## src/rtl/ddr_lane_dly_ctrl_if.sv

```systemverilog
// Command handshake between the training/calibration FSM and the lane delay sequencer.
// The command is accepted on cmd_valid & cmd_ready. Completion is reported with done, steps_done and err_lane.
interface ddr_lane_dly_ctrl_if #(
    parameter int TAP_W = 8
);
    logic             cmd_valid;
    logic             cmd_ready;
    logic [3:0]       cmd_lane;
    logic [1:0]       cmd_op;
    logic [TAP_W-1:0] cmd_steps;
    logic             done;
    logic [TAP_W-1:0] steps_done;
    logic             err_lane;

    modport master (
        output cmd_valid, cmd_lane, cmd_op, cmd_steps,
        input  cmd_ready, done, steps_done, err_lane
    );

    modport slave (
        input  cmd_valid, cmd_lane, cmd_op, cmd_steps,
        output cmd_ready, done, steps_done, err_lane
    );
endinterface

```

## src/rtl/ddr_lane_dly_ctrl.sv

```systemverilog
// Per-lane IOD delay-line sequencer: load / step delay taps with fixed pulse spacing,
// track tap counts and latch sticky out-of-range errors.
module ddr_lane_dly_ctrl #(
    parameter int NUM_LANES   = 4,
    parameter int TAP_W       = 8,
    parameter int MAX_TAP     = 255,
    parameter int DEFAULT_TAP = 1,
    parameter int MOVE_GAP    = 4,
    parameter int LOAD_CYCLES = 2
) (
    input  logic                       fab_clk,
    input  logic                       arst,
    ddr_lane_dly_ctrl_if.slave         cmd,
    output logic [NUM_LANES-1:0]       delay_line_load,
    output logic [NUM_LANES-1:0]       delay_line_move,
    output logic [NUM_LANES-1:0]       delay_line_direction,
    input  logic [NUM_LANES-1:0]       delay_line_out_of_range,
    output logic [NUM_LANES*TAP_W-1:0] tap_count,
    output logic [NUM_LANES-1:0]       oor_sticky,
    input  logic                       err_clr
);
    localparam int LANE_W   = (NUM_LANES > 1) ? $clog2(NUM_LANES) : 1;
    localparam int WAIT_MAX = (MOVE_GAP > LOAD_CYCLES) ? MOVE_GAP : LOAD_CYCLES;
    localparam int WAIT_W   = $clog2(WAIT_MAX + 1);
    localparam logic [TAP_W-1:0] TAP_MAX = TAP_W'(MAX_TAP);
    localparam logic [TAP_W-1:0] TAP_DEF = TAP_W'(DEFAULT_TAP);

    typedef enum logic [2:0] {IDLE, LOAD, SETDIR, MOVE, GAP, FIN} state_t;

    state_t            state;
    logic [LANE_W-1:0] lane;
    logic              dir_up;
    logic [TAP_W-1:0]  steps_req;
    logic [TAP_W-1:0]  steps_cnt;
    logic [WAIT_W-1:0] wait_cnt;
    logic              abort_oor;
    logic [NUM_LANES-1:0] oor_q;
    logic [TAP_W-1:0]  taps [NUM_LANES];

    logic              lane_valid;
    logic [LANE_W-1:0] cmd_lane_idx;
    logic              at_limit;
    logic              gap_abort;
    logic              gap_end;
    logic              try_move;

    assign lane_valid   = ({1'b0, cmd.cmd_lane} < 5'(NUM_LANES));
    assign cmd_lane_idx = cmd.cmd_lane[LANE_W-1:0];

    for (genvar i = 0; i < NUM_LANES; i++) begin : g_pack
        assign tap_count[i*TAP_W +: TAP_W] = taps[i];
    end

    // A move may only be issued if it keeps the lane inside [0, MAX_TAP].
    always_comb begin
        at_limit  = dir_up ? (taps[lane] == TAP_MAX) : (taps[lane] == '0);
        gap_abort = abort_oor | oor_q[lane];
        gap_end   = (state == GAP) && (wait_cnt == WAIT_W'(MOVE_GAP));
        try_move  = (state == SETDIR) ||
                    (gap_end && !gap_abort && (steps_cnt != steps_req));
    end

    always_ff @(posedge fab_clk or posedge arst) begin
        if (arst) begin
            state                <= IDLE;
            lane                 <= '0;
            dir_up               <= 1'b0;
            steps_req            <= '0;
            steps_cnt            <= '0;
            wait_cnt             <= '0;
            abort_oor            <= 1'b0;
            oor_q                <= '0;
            oor_sticky           <= '0;
            delay_line_load      <= '0;
            delay_line_move      <= '0;
            delay_line_direction <= '0;
            cmd.cmd_ready        <= 1'b1;
            cmd.done             <= 1'b0;
            cmd.steps_done       <= '0;
            cmd.err_lane         <= 1'b0;
            for (int i = 0; i < NUM_LANES; i++) begin
                taps[i] <= TAP_DEF;
            end
        end else begin
            oor_q           <= delay_line_out_of_range;
            delay_line_move <= '0;
            cmd.done        <= 1'b0;
            cmd.err_lane    <= 1'b0;
            if (err_clr) begin
                oor_sticky <= '0;
            end

            case (state)
                IDLE: begin
                    if (cmd.cmd_valid) begin
                        lane          <= cmd_lane_idx;
                        steps_req     <= cmd.cmd_steps;
                        steps_cnt     <= '0;
                        abort_oor     <= 1'b0;
                        wait_cnt      <= WAIT_W'(1);
                        cmd.cmd_ready <= 1'b0;
                        if (!lane_valid || (cmd.cmd_op == 2'b11) ||
                            ((cmd.cmd_op != 2'b00) && (cmd.cmd_steps == '0))) begin
                            state          <= FIN;
                            cmd.done       <= 1'b1;
                            cmd.steps_done <= '0;
                            cmd.err_lane   <= !lane_valid;
                        end else if (cmd.cmd_op == 2'b00) begin
                            state                         <= LOAD;
                            delay_line_load[cmd_lane_idx] <= 1'b1;
                        end else begin
                            state                              <= SETDIR;
                            dir_up                             <= (cmd.cmd_op == 2'b01);
                            delay_line_direction[cmd_lane_idx] <= (cmd.cmd_op == 2'b01);
                        end
                    end
                end
                LOAD: begin
                    if (wait_cnt == WAIT_W'(LOAD_CYCLES)) begin
                        delay_line_load[lane] <= 1'b0;
                        taps[lane]            <= TAP_DEF;
                        state                 <= FIN;
                        cmd.done              <= 1'b1;
                        cmd.steps_done        <= '0;
                    end else begin
                        wait_cnt <= wait_cnt + 1'b1;
                    end
                end
                MOVE: begin
                    state    <= GAP;
                    wait_cnt <= WAIT_W'(1);
                end
                GAP: begin
                    if (oor_q[lane]) begin
                        abort_oor <= 1'b1;
                    end
                    if (!gap_end) begin
                        wait_cnt <= wait_cnt + 1'b1;
                    end else if (gap_abort) begin
                        state            <= FIN;
                        cmd.done         <= 1'b1;
                        cmd.steps_done   <= steps_cnt;
                        oor_sticky[lane] <= 1'b1;
                    end else if (steps_cnt == steps_req) begin
                        state          <= FIN;
                        cmd.done       <= 1'b1;
                        cmd.steps_done <= steps_cnt;
                    end
                end
                FIN: begin
                    state         <= IDLE;
                    cmd.cmd_ready <= 1'b1;
                end
                default: begin
                    state <= state;
                end
            endcase

            // Shared move issue for the first step (SETDIR) and every following step (end of GAP).
            if (try_move) begin
                if (at_limit) begin
                    state            <= FIN;
                    cmd.done         <= 1'b1;
                    cmd.steps_done   <= steps_cnt;
                    oor_sticky[lane] <= 1'b1;
                end else begin
                    delay_line_move[lane] <= 1'b1;
                    taps[lane]            <= dir_up ? (taps[lane] + 1'b1) : (taps[lane] - 1'b1);
                    steps_cnt             <= steps_cnt + 1'b1;
                    state                 <= MOVE;
                end
            end
        end
    end
endmodule

```

## src/flat_wrapper.sv

```systemverilog
// flat-port wrapper written by rule: the top's interface ports become plain ports
module ddr_lane_dly_ctrl_flat 
#(
    parameter int NUM_LANES   = 4,
    parameter int TAP_W       = 8,
    parameter int MAX_TAP     = 255,
    parameter int DEFAULT_TAP = 1,
    parameter int MOVE_GAP    = 4,
    parameter int LOAD_CYCLES = 2
)
  (fab_clk, arst, delay_line_load, delay_line_move, delay_line_direction, delay_line_out_of_range, tap_count, oor_sticky, err_clr, cmd_cmd_valid, cmd_cmd_lane, cmd_cmd_op, cmd_cmd_steps, cmd_cmd_ready, cmd_done, cmd_steps_done, cmd_err_lane);
  ddr_lane_dly_ctrl_if #(.TAP_W(TAP_W)) cmd_i ();
  input  logic fab_clk;
  input  logic arst;
  output logic [NUM_LANES-1:0] delay_line_load;
  output logic [NUM_LANES-1:0] delay_line_move;
  output logic [NUM_LANES-1:0] delay_line_direction;
  input  logic [NUM_LANES-1:0] delay_line_out_of_range;
  output logic [NUM_LANES*TAP_W-1:0] tap_count;
  output logic [NUM_LANES-1:0] oor_sticky;
  input  logic err_clr;
  input wire logic [$bits(cmd_i.cmd_valid)-1:0] cmd_cmd_valid;
  input wire logic [$bits(cmd_i.cmd_lane)-1:0] cmd_cmd_lane;
  input wire logic [$bits(cmd_i.cmd_op)-1:0] cmd_cmd_op;
  input wire logic [$bits(cmd_i.cmd_steps)-1:0] cmd_cmd_steps;
  output wire logic [$bits(cmd_i.cmd_ready)-1:0] cmd_cmd_ready;
  output wire logic [$bits(cmd_i.done)-1:0] cmd_done;
  output wire logic [$bits(cmd_i.steps_done)-1:0] cmd_steps_done;
  output wire logic [$bits(cmd_i.err_lane)-1:0] cmd_err_lane;
  assign cmd_i.cmd_valid = cmd_cmd_valid;
  assign cmd_i.cmd_lane = cmd_cmd_lane;
  assign cmd_i.cmd_op = cmd_cmd_op;
  assign cmd_i.cmd_steps = cmd_cmd_steps;
  assign cmd_cmd_ready = cmd_i.cmd_ready;
  assign cmd_done = cmd_i.done;
  assign cmd_steps_done = cmd_i.steps_done;
  assign cmd_err_lane = cmd_i.err_lane;
  ddr_lane_dly_ctrl #(.NUM_LANES(NUM_LANES), .TAP_W(TAP_W), .MAX_TAP(MAX_TAP), .DEFAULT_TAP(DEFAULT_TAP), .MOVE_GAP(MOVE_GAP), .LOAD_CYCLES(LOAD_CYCLES)) u_core (.fab_clk(fab_clk), .arst(arst), .cmd(cmd_i), .delay_line_load(delay_line_load), .delay_line_move(delay_line_move), .delay_line_direction(delay_line_direction), .delay_line_out_of_range(delay_line_out_of_range), .tap_count(tap_count), .oor_sticky(oor_sticky), .err_clr(err_clr));
endmodule
```

## config.mk

```make
export PLATFORM = sky130hd
export DESIGN_NAME = ddr_lane_dly_ctrl_flat
export DESIGN_NICKNAME = d
export VERILOG_FILES = /design/src/rtl/ddr_lane_dly_ctrl_if.sv /design/src/rtl/ddr_lane_dly_ctrl.sv /design/src/flat_wrapper.sv
export SDC_FILE = /design/constraint.sdc
export NUM_CORES = 1
export LEC_CHECK = 0
export BUFFER_PORTS_ARGS = -buffer_cell sky130_fd_sc_hd__buf_2
export CAP_MARGIN = 10
export CORE_MARGIN = 8
export CORE_UTILIZATION = 30
export DETAILED_ROUTE_END_ITERATION = 12
export PLACE_DENSITY = 0.54
export SLEW_MARGIN = 10
export SYNTH_ARGS = -nofsm -noshare
export SYNTH_HDL_FRONTEND = slang
export SYNTH_SLANG_ARGS = --single-unit
```

## constraint.sdc

```tcl
create_clock -name fab_clk -period 4.1 [get_ports fab_clk]
set_clock_uncertainty 0.15 [all_clocks]
set_input_delay 0.82 -clock fab_clk [delete_from_list [all_inputs] [get_ports fab_clk]]
set_output_delay 0.82 -clock fab_clk [all_outputs]
set_load 0.005 [all_outputs]
```

==> flow_metrics.env, run 1 <==
export IMPL_hold_viol_final=0
export IMPL_slowest_stage="dfrtp_1"
export IMPL_start_util_pct=30.36
export IMPL_ant_nets=0
export IMPL_overflow=0
export IMPL_nets=522
export IMPL_numCtsBuffers=9
export IMPL_placed_area_um2=5155
export IMPL_yosys_warnings=0
export IMPL_grt_start_max_net_pins=49
export IMPL_timing_fmax_mhz=290.6
export IMPL_stdcell_area_um2=5436
export IMPL_p_seq_share_pct=37.6
export IMPL_cp_cell_sequence="mux4_2 -> fa_1 -> a21o_1 -> a21oi_1 -> o21bai_1 -> a21oi_1 -> xor2_1 -> mux2i_1"
export IMPL_antenna_found_initial=0
export IMPL_ctsResizeCount=0
export IMPL_crit_required_ns=4.16
export IMPL_p_int_mw=2.247
export IMPL_core_area_um2=15090
export IMPL_die_area_um2=19480
export IMPL_synth_area_leader_cell="dfrtp_1"
export IMPL_grt_pass1_wl_um=20280
export IMPL_clock_latency_ns=0.35
export IMPL_syn2layout_area_growth_pct=18.68
export IMPL_path_common_cell="a21oi_1"
export IMPL_min_path_type="flop to flop"
export IMPL_rows=45
export IMPL_h_tree_depth=3
export IMPL_cp_start_kind="flop"
export IMPL_fin_ws_ns=0.6591
export IMPL_avgViaCountPerCell=5.097
export IMPL_syn_nets=443
export IMPL_drt_total_wl_um=12290
export IMPL_gp_congestion=0.8479
export IMPL_maxCapViolations=0
export IMPL_finalSetupViolations=0
export IMPL_worst_path_max_fanout=15
export IMPL_slew_headroom_pct=41.79
export IMPL_grt_pass1_vias=3628
export IMPL_synth_top_area_share_pct=45.89
export IMPL_portBuffers=80
export IMPL_ios=81
export IMPL_holdBufCountCts=0
export IMPL_synthDistinctLibCells=61
export IMPL_ys_ff_latch=89
export IMPL_synth_area_leaders="dfrtp_1 (46%), mux2i_1 (8.5%), nand2_1 (4.5%)"
export IMPL_fin_crit_sh_pct=83.93
export IMPL_ys_seq_area_share_pct=48.76
export IMPL_finalPower_mw=3.821
export IMPL_synth_edf_count=0
export IMPL_antenna_cells=0
export IMPL_async_flop_share_pct=100.0
export IMPL_dr_pass1_iters=5
export IMPL_crit_path_end_kind="flop"
export IMPL_rsz0062_at_grt="false"
export IMPL_power_density_nw_per_um2=702.9
export IMPL_status="finished, final reports clean"
export IMPL_reg2regPathDepth=8
export IMPL_netlist_area_um2=4581
export IMPL_grt_use_total_pct=13.15
export IMPL_drt_iter0_markers=275
export IMPL_cts_num_sinks=89
export IMPL_path_class="flop to flop"
export IMPL_ir_drop_uv=255.8
export IMPL_cts_root_buf="clkbuf_16"
export IMPL_synth_area_per_cell_um2=11.17
export IMPL_die_y_um=139.6
export IMPL_netlist_instances=410
export IMPL_switchingPower_mw=1.575
export IMPL_slew_violations=0
export IMPL_post_cts_buffers=0
export IMPL_p_leak_nw=2.503
export IMPL_drive_above_1_share_pct=29.55
export IMPL_dpl_worst_slack_ns=0.6984
export IMPL_hold_depth=1
export IMPL_setup_tns_ns=0
export IMPL_swShare_pct=41.20
export IMPL_ys_flop_type="dfrtp_1"
export IMPL_clk_pin_slew_ns=0.06
export IMPL_power_frac_clock_pct=20.7
export IMPL_vias=3476
export IMPL_dpl_hpwl_um=9142
export IMPL_clk_path_buf_depth=2
export IMPL_period_minus_slack_ns=3.441
export IMPL_routedWlPerCell_um=18.03
export IMPL_critical_path_max_stage_delay_ns=0.82
export IMPL_crit_arrival_ns=3.50
export IMPL_die_w_um=139.6
export IMPL_cts_tree="done"
export IMPL_drc=0
export IMPL_worst_slew_pin_slew_ns=0.8722
export IMPL_pwr_share_comb_pct=41.6
state kept, by name (all words and copies together), names as in the netlist:
register                     count
u_core.steps_req                 8
u_core.delay_line_move           4
u_core.wait_cnt                  3
u_core.delay_line_direction      4
u_core.cmd.done                  1
u_core.cmd.steps_done            8
u_core.cmd.err_lane              1
u_core.steps_cnt                 8
u_core.cmd.cmd_ready             1
u_core.oor_q                     4
u_core.tap_count                32
u_core.delay_line_load           4
u_core.abort_oor                 1
u_core.dir_up                    1
u_core.oor_sticky                4
u_core.lane                      2
u_core.state                     3
cell usage after synthesis, types with 2 or more instances:
cell type and count:
xnor2_1 7, nand2_1 55, nor3b_1 2, dfstp_2 5
ha_1 10, buf_2 2, nor2_1 17, o21a_1 2
and2_1 3, buf_6 5, mux4_2 9, o21bai_1 3
a22oi_1 2, nand4_1 5, a31oi_1 3, nor4_2 2
o21ai_0 16, xor2_1 10, mux2i_1 39, buf_1 4
nor2b_1 9, nor4_1 3, dfrtp_1 84, a21oi_1 15
mux2_2 13, nand2b_1 2, o22ai_1 3, nand3_1 11
inv_1 16, or4_1 2, buf_4 2, a22o_1 9
clkbuf_1 7, nor3_1 4, nor3_2 3
worst paths after layout:
kind	slack (ns)	endpoint	start
worst max-delay path	0.66	u_core.tap_count[14]	u_core.lane[0]
worst min-delay path	0.36	u_core.delay_line_direction[1]	u_core.delay_line_direction[1]
worst max register to register	0.66	u_core.tap_count[14]	u_core.lane[0]
worst min register to register	0.36	u_core.delay_line_direction[1]	u_core.delay_line_direction[1]
max in group asynchronous	2.49	u_core.cmd.cmd_ready	arst
min in group asynchronous	0.47	u_core.cmd.done	arst
cells in the final DEF, fill, tap and decap left out, types with 4 or more instances in the layout:
master,Yosys,layout
buf_2,2,80
xor2_1,10,10
dfstp_2,5,5
mux2_2,13,13
nor3_1,4,4
nand2_1,55,55
ha_1,10,10
xnor2_1,7,7
mux4_2,9,9
nand3_1,11,11
a21oi_1,15,15
inv_1,16,15
nand4_1,5,5
nor2b_1,9,9
o21ai_0,16,16
buf_4,2,8
mux2i_1,39,39
clkbuf_16,0,9
dfrtp_1,84,84
nor2_1,17,17
a22o_1,9,9
area by class of cell:
type | instances | area, um2
multi-input cells | 285 | 2165
fillers | 1531 | 9653
repair buffers | 88 | 460.4
clock inverters | 6 | 42.54
inverters | 16 | 61.31
flip-flops and latches | 89 | 2233
clock buffers | 10 | 239.0
well taps | 188 | 235.2
metal layers:
| metal | part of all wire [%] | wire, um | vias up | global-route usage (%) |
|---|---|---|---|---|
| met3 | 6.9 | 848 | 16 | 4.446 |
| met5 | 0 | 0 | - | 0 |
| met4 | 1.6 | 195 | 0 | 3.886 |
| met2 | 46 | 5652 | 109 | 20.65 |
| li1 | - | - | 1617 | - |
| met1 | 46 | 5597 | 1734 | 16.83 |
stage by stage:
step	hold WS, ns	cells	utilization, %
2_1_floorplan	0.3400	410	-
3_3_place_gp	0.3427	666	34.16
3_5_place_dp	0.3468	666	34.16
4_1_cts	0.3645	682	36.03
5_1_grt	0.3843	682	36.03
6_report	0.3576	682	36.03
worst max-delay path, delay by kind of cell (launching register included):
family	cells	cell delay, ns
AO/OA/AOI/OAI	4	0.67
flip-flops	1	0.82
multiplexers	2	0.87
adder cells (fa/ha/maj)	1	0.47
XOR/XNOR	1	0.33
power groups by stage:
| stage | clock network [mW] | logic (mW) | registers (mW) |
|---|---|---|---|
| 2_1_floorplan | 0 | 1.26 | 1.29 |
| 3_3_place_gp | 0 | 1.56 | 1.44 |
| 3_5_place_dp | 0 | 1.59 | 1.45 |
| 4_1_cts | 0.811 | 1.60 | 1.43 |
| 5_1_grt | 0.851 | 1.78 | 1.47 |
| 6_report | 0.792 | 1.59 | 1.44 |
cells by family after synthesis:
kind of cell / after synthesis / share of synthesized area, %
flip-flops: 89 / 48.76
AND/OR/NAND/NOR: 128 / 14.29
multiplexers: 61 / 16.14
buffers and inverters: 36 / 3.988
XOR/XNOR: 17 / 3.250
adder cells (fa/ha/maj): 11 / 3.169
AO/OA/AOI/OAI: 68 / 10.41
(Power assumes the default switching activity.)
==> inputs of run 2 (changes only) <==
==> constraint.sdc (replaced) <==
create_clock -name fab_clk -period 3.5 [get_ports fab_clk]
set_clock_uncertainty 0.15 [all_clocks]
set_input_delay 0.7 -clock fab_clk [delete_from_list [all_inputs] [get_ports fab_clk]]
set_output_delay 0.7 -clock fab_clk [all_outputs]
set_load 0.005 [all_outputs]
==> run 2 against run 1 <==
Effect of this change:
- via count is 1.2% lower
- critical path type unchanged
- maximum frequency up 6.0%
- critical endpoint is now u_core.tap_count[28]
- clock power up 15%
- combinational power rose by 26%
==> flow_metrics.env, run 2 (same netlist as run 1, synthesis figures left out) <==
export IMPL_maxCapViolations=0
export IMPL_slew_headroom_pct=28.02
export IMPL_cp_cell_sequence="buf_4 -> mux4_2 -> nand4_1 -> or2_0 -> o21ai_2 -> nor3_2 -> mux2i_1"
export IMPL_r2r_setup_slack_ns=0.25
export IMPL_nets=525
export IMPL_path_class="flop to flop"
export IMPL_syn2layout_area_growth_pct=19.09
export IMPL_rows=45
export IMPL_regArea_um2=2233
export IMPL_portBuffers=80
export IMPL_worst_path_max_fanout=9
export IMPL_p_seq_share_pct=35.6
export IMPL_fin_ws_ns=0.2528
export IMPL_h_tree_depth=3
export IMPL_crit_arrival_ns=3.37
export IMPL_avgViaCountPerCell=5.016
export IMPL_overflow=0
export IMPL_routedWlPerCell_um=17.93
export IMPL_crit_path_end_kind="flop"
export IMPL_min_path_type="input port to asynchronous set/reset pin"
export IMPL_slowest_stage="nor3_2"
export IMPL_largest_reg_flops=32
export IMPL_drive_above_1_share_pct=29.78
export IMPL_critical_path_max_stage_delay_ns=0.87
export IMPL_final_common_cell="dfrtp_1"
export IMPL_start_util_pct=30.36
export IMPL_swShare_pct=41.23
export IMPL_drt_total_wl_um=12280
export IMPL_holdBufCountCts=0
export IMPL_dpl_hpwl_um=9192
export IMPL_die_area_um2=19480
export IMPL_period_minus_slack_ns=3.247
export IMPL_die_y_um=139.6
export IMPL_drc=0
export IMPL_status="finished, final reports clean"
export IMPL_n_fill_cell=1538
export IMPL_clk_path_buf_depth=2
export IMPL_pwr_share_comb_pct=44.3
export IMPL_clk_pin_slew_ns=0.07
export IMPL_timing_fmax_mhz=308.0
export IMPL_grt_pass1_vias=3567
export IMPL_multi_input_area_um2=2171
export IMPL_cts_root_buf="clkbuf_16"
export IMPL_antenna_found_initial=0
export IMPL_gp_congestion=0.8341
export IMPL_die_w_um=139.6
export IMPL_p_int_mw=2.659
export IMPL_slew_violations=0
export IMPL_p_leak_nw=2.513
export IMPL_power_density_nw_per_um2=829.3
export IMPL_rsz0062_at_grt="false"
export IMPL_cp_start_kind="flop"
export IMPL_grt_use_total_pct=12.94
export IMPL_core_area_um2=15090
export IMPL_grt_start_max_net_pins=34
export IMPL_hold_viol_final=0
export IMPL_crit_required_ns=3.62
export IMPL_dr_pass1_iters=4
export IMPL_cts_num_sinks=89
export IMPL_worst_slew_pin_slew_ns=1.074
export IMPL_drt_iter0_markers=233
export IMPL_post_route_util_pct=36.15
export IMPL_vias=3436
export IMPL_cts_tree="done"
export IMPL_switchingPower_mw=1.865
export IMPL_fin_crit_sh_pct=92.78
export IMPL_antenna_cells=0
export IMPL_clock_latency_ns=0.36
export IMPL_finalSetupViolations=0
export IMPL_layout_common_cells="dfrtp_1 (84), buf_2 (80), nand2_1 (55), mux2i_1 (39), nor2_1 (17)"
export IMPL_ant_nets=0
export IMPL_setup_tns_ns=0
export IMPL_ir_drop_uv=343.9
export IMPL_dpl_worst_slack_ns=0.1599
export IMPL_numCtsBuffers=9
export IMPL_power_frac_clock_pct=20.1
export IMPL_ios=81
export IMPL_grt_pass1_wl_um=19740
==> run 2: metrics by stage <==
stage          instances  hold WS, ns  power (mW)  instance area, um2
6_report             685       0.2167       4.524                5455
5_1_grt              685       0.2532       4.857                5455
4_1_cts              685       0.2311       4.560                5449
3_5_place_dp         669       0.3403       3.629                5177
3_3_place_gp         669       0.3380       3.560                5177
2_1_floorplan        410       0.3400       2.986                4581
==> run 2: layout make-up <==
type	instances	share of cell area, %
sequential	89	40.94
clock buffer	10	4.197
clock inverter	6	0.7798
tap	188	4.312
timing repair buffer	91	8.853
inverter	16	1.124
multi-input combinational	285	39.79
==> run 2: path summary, 6_finish.rpt <==
check | cells after the start | from | to
max | 7 | u_core.lane[0] | u_core.tap_count[28]
min | 2 | arst | u_core.cmd.done
max reg2reg | 7 | u_core.lane[0] | u_core.tap_count[28]
min reg2reg | 1 | u_core.cmd.steps_done[5] | u_core.cmd.steps_done[5]
max in group asynchronous | 3 | arst | u_core.tap_count[0]
min in group fab_clk | 1 | delay_line_out_of_range[1] | u_core.oor_q[1]
==> run 2: timing repair <==
| action | in CTS | in global routing |
|---|---|---|
| endpoints found under the hold margin | 0 | 0 |
| buffers inserted | 0 | 0 |
| gates resized for setup | 0 | 1 |
| endpoints found under the setup margin | 0 | 4 |
==> run 2: routing by layer <==
layer,global-route usage [%],vias to the layer above,routed length [um]
met4,4.400,0,146
met3,4.822,14,723
met1,15.97,1709,5546
met5,0,-,0
met2,20.47,87,5862
li1,-,1626,-
==> run 2: worst max-delay path: cells and delay by family, from the launching register on <==
kind	cells	cell delay, ns
AO/OA/AOI/OAI	1	0.15
flip-flops	1	0.60
AND/OR/NAND/NOR	3	1.20
buffers and inverters	1	0.24
multiplexers	2	0.83
==> run 2: power by group through the flow <==
stage	Combinational [mW]	Clock, mW	Sequential (mW)
floorplan	1.48	0	1.51
finish	2.00	0.910	1.61
global route	2.23	0.983	1.64
CTS	2.01	0.938	1.61
global placement	1.94	0	1.62
detailed placement	2.00	0	1.63
==> inputs of run 3 (changes only) <==
--- a/config.mk
+++ b/config.mk
@@ -8,9 +8,9 @@
 export BUFFER_PORTS_ARGS = -buffer_cell sky130_fd_sc_hd__buf_2
 export CAP_MARGIN = 10
 export CORE_MARGIN = 8
-export CORE_UTILIZATION = 30
+export CORE_UTILIZATION = 55
 export DETAILED_ROUTE_END_ITERATION = 12
-export PLACE_DENSITY = 0.54
+export PLACE_DENSITY = 0.85
 export SLEW_MARGIN = 10
 export SYNTH_ARGS = -nofsm -noshare
 export SYNTH_HDL_FRONTEND = slang
==> run 3 against run 2 <==
Effect of this change:
- final cell count fell by 12%
- combinational power down 3%
- flip-flop and latch count unchanged
- clock power fell by 13%
- via count is 3.1% higher
- critical path type unchanged
==> flow_metrics.env, run 3 (same netlist as run 1, synthesis figures left out) <==
export IMPL_status="finished, final reports clean"
export IMPL_drive_above_1_share_pct=29.70
export IMPL_clk_pin_slew_ns=0.10
export IMPL_routedWlPerCell_um=18.72
export IMPL_maxCapViolations=0
export IMPL_slew_violations=0
export IMPL_clk_path_buf_depth=2
export IMPL_layout_common_cells="dfrtp_1 (84), buf_2 (80), nand2_1 (55), mux2i_1 (39), nor2_1 (17)"
export IMPL_critical_path_max_stage_delay_ns=0.63
export IMPL_antenna_cells=0
export IMPL_vias=3541
export IMPL_hold_viol_final=0
export IMPL_crit_arrival_ns=3.21
export IMPL_numCtsBuffers=9
export IMPL_overflow=0
export IMPL_core_area_um2=8134
export IMPL_drt_iter0_markers=241
export IMPL_wl_met3_um=894
export IMPL_gp_congestion=0.9030
export IMPL_cts_num_sinks=89
export IMPL_dpl_hpwl_um=8284
export IMPL_timing_fmax_mhz=319.5
export IMPL_met2_length_um=5704
export IMPL_h_tree_depth=3
export IMPL_grt_pass1_vias=3719
export IMPL_rows=33
export IMPL_ir_drop_uv=492.9
export IMPL_worst_path_max_fanout=7
export IMPL_ios=81
export IMPL_period_minus_slack_ns=3.130
export IMPL_clock_latency_ns=0.36
export IMPL_antenna_found_initial=0
export IMPL_p_leak_nw=2.489
export IMPL_dpl_worst_slack_ns=0.3890
export IMPL_slew_headroom_pct=55.47
export IMPL_top_layer="met4"
export IMPL_nets=523
export IMPL_setup_tns_ns=0
export IMPL_cp_cell_sequence="mux4_2 -> fa_1 -> a21o_1 -> a21oi_1 -> o21bai_1 -> a21oi_1 -> xor2_1 -> mux2i_1"
export IMPL_wl_met1_um=4339
export IMPL_min_path_type="input port to asynchronous set/reset pin"
export IMPL_worst_path_buf_inv=0
export IMPL_crit_path_end_kind="flop"
export IMPL_syn2layout_area_growth_pct=15.57
export IMPL_ctsResizeCount=0
export IMPL_ant_nets=0
export IMPL_rsz0062_at_grt="false"
export IMPL_die_y_um=107.3
export IMPL_die_area_um2=11500
export IMPL_largest_reg_flops=32
export IMPL_drt_total_wl_um=11230
export IMPL_start_util_pct=56.31
export IMPL_grt_use_total_pct=20.15
export IMPL_final_common_cell="dfrtp_1"
export IMPL_avgViaCountPerCell=5.902
export IMPL_grt_start_max_net_pins=90
export IMPL_slowest_stage="mux4_2"
export IMPL_cts_tree="done"
export IMPL_worst_slew_pin_slew_ns=0.6619
export IMPL_cp_start_kind="flop"
export IMPL_path_delay_family="multiplexers"
export IMPL_power_density_nw_per_um2=821.4
export IMPL_holdBufCountCts=0
export IMPL_fin_crit_sh_pct=89.42
export IMPL_finalSetupViolations=0
export IMPL_cts_root_buf="clkbuf_8"
export IMPL_path_class="flop to flop"
export IMPL_fin_ws_ns=0.3705
export IMPL_post_cts_buffers=0
export IMPL_drc=0
export IMPL_path_common_cell="a21oi_1"
export IMPL_grt_pass1_wl_um=18440
export IMPL_portBuffers=80
export IMPL_die_w_um=107.3
export IMPL_dr_pass1_iters=4
export IMPL_crit_required_ns=3.58
==> run 3: cell types whose count changed in the layout (fill, tap and decap cells not counted) <==
cell,change
clkinvlp_4,-1
bufinv_16,+2
nor3_2,+1
clkbuf_8,+9
inv_6,+1
clkbuf_1,-1
buf_4,-3
nor3_4,-1
clkbuf_16,-9
clkinv_2,-1
buf_12,+1
==> run 3: layer usage <==
metal  global-route usage [%]  up-vias
met5                        0        -
met3                    5.269       28
met1                    23.15     1747
met2                    34.20      144
met4                    9.749        0
li1                         -     1622
==> run 3: where the power goes <==
group | leakage, nW | total [mW] | internal (mW) | switching, mW
combinational | 1.22 | 1.93 | 0.833 | 1.09
sequential | 1.15 | 1.63 | 1.32 | 0.311
clock | 0.111 | 0.795 | 0.409 | 0.387
total | 2.49 | 4.35 | 2.56 | 1.79
==> run 3: worst reg2reg max path, delay by kind of cell, from the launching register on <==
| family | cells | cell delay [ns] |
|---|---|---|
| flip-flops | 1 | 0.60 |
| multiplexers | 2 | 0.77 |
| adder cells (fa/ha/maj) | 1 | 0.48 |
| XOR/XNOR | 1 | 0.31 |
| AO/OA/AOI/OAI | 4 | 0.70 |
==> run 3: final timing paths <==
path / from / end / slack (ns) / cells past startpoint
worst max register to register: u_core.lane[0] / u_core.tap_count[22] / 0.37 / 8
min in group fab_clk: delay_line_out_of_range[0] / u_core.oor_q[0] / 0.29 / 1
worst min register to register: u_core.cmd.steps_done[4] / u_core.cmd.steps_done[4] / 0.36 / 1
worst min-delay path: arst / u_core.tap_count[19] / 0.28 / 3
worst max-delay path: u_core.lane[0] / u_core.tap_count[22] / 0.37 / 8
max in group asynchronous: arst / u_core.cmd.cmd_ready / 2.56 / 3
==> run 3: per-stage QoR <==
stage | total power [mW] | util (%) | hold slack, ns | instance area (um2) | std cells
after floorplan | 2.986 | - | 0.3400 | 4581 | 410
after global placement | 3.447 | 62.34 | 0.3359 | 5071 | 584
after detailed placement | 3.560 | 62.34 | 0.3373 | 5071 | 584
after CTS | 4.356 | 65.08 | 0.2741 | 5294 | 600
after global routing | 4.631 | 65.08 | 0.2693 | 5294 | 600
final | 4.348 | 65.08 | 0.2763 | 5294 | 600
==> run 3: final cells by class <==
cell class / count / area (um2)
fillers: 628 / 2840
flip-flops and latches: 89 / 2233
multi-input cells: 285 / 2165
repair buffers: 89 / 480.5
well taps: 105 / 131.4
clock buffers: 9 / 123.9
clock inverters: 7 / 98.84
inverters: 16 / 61.31
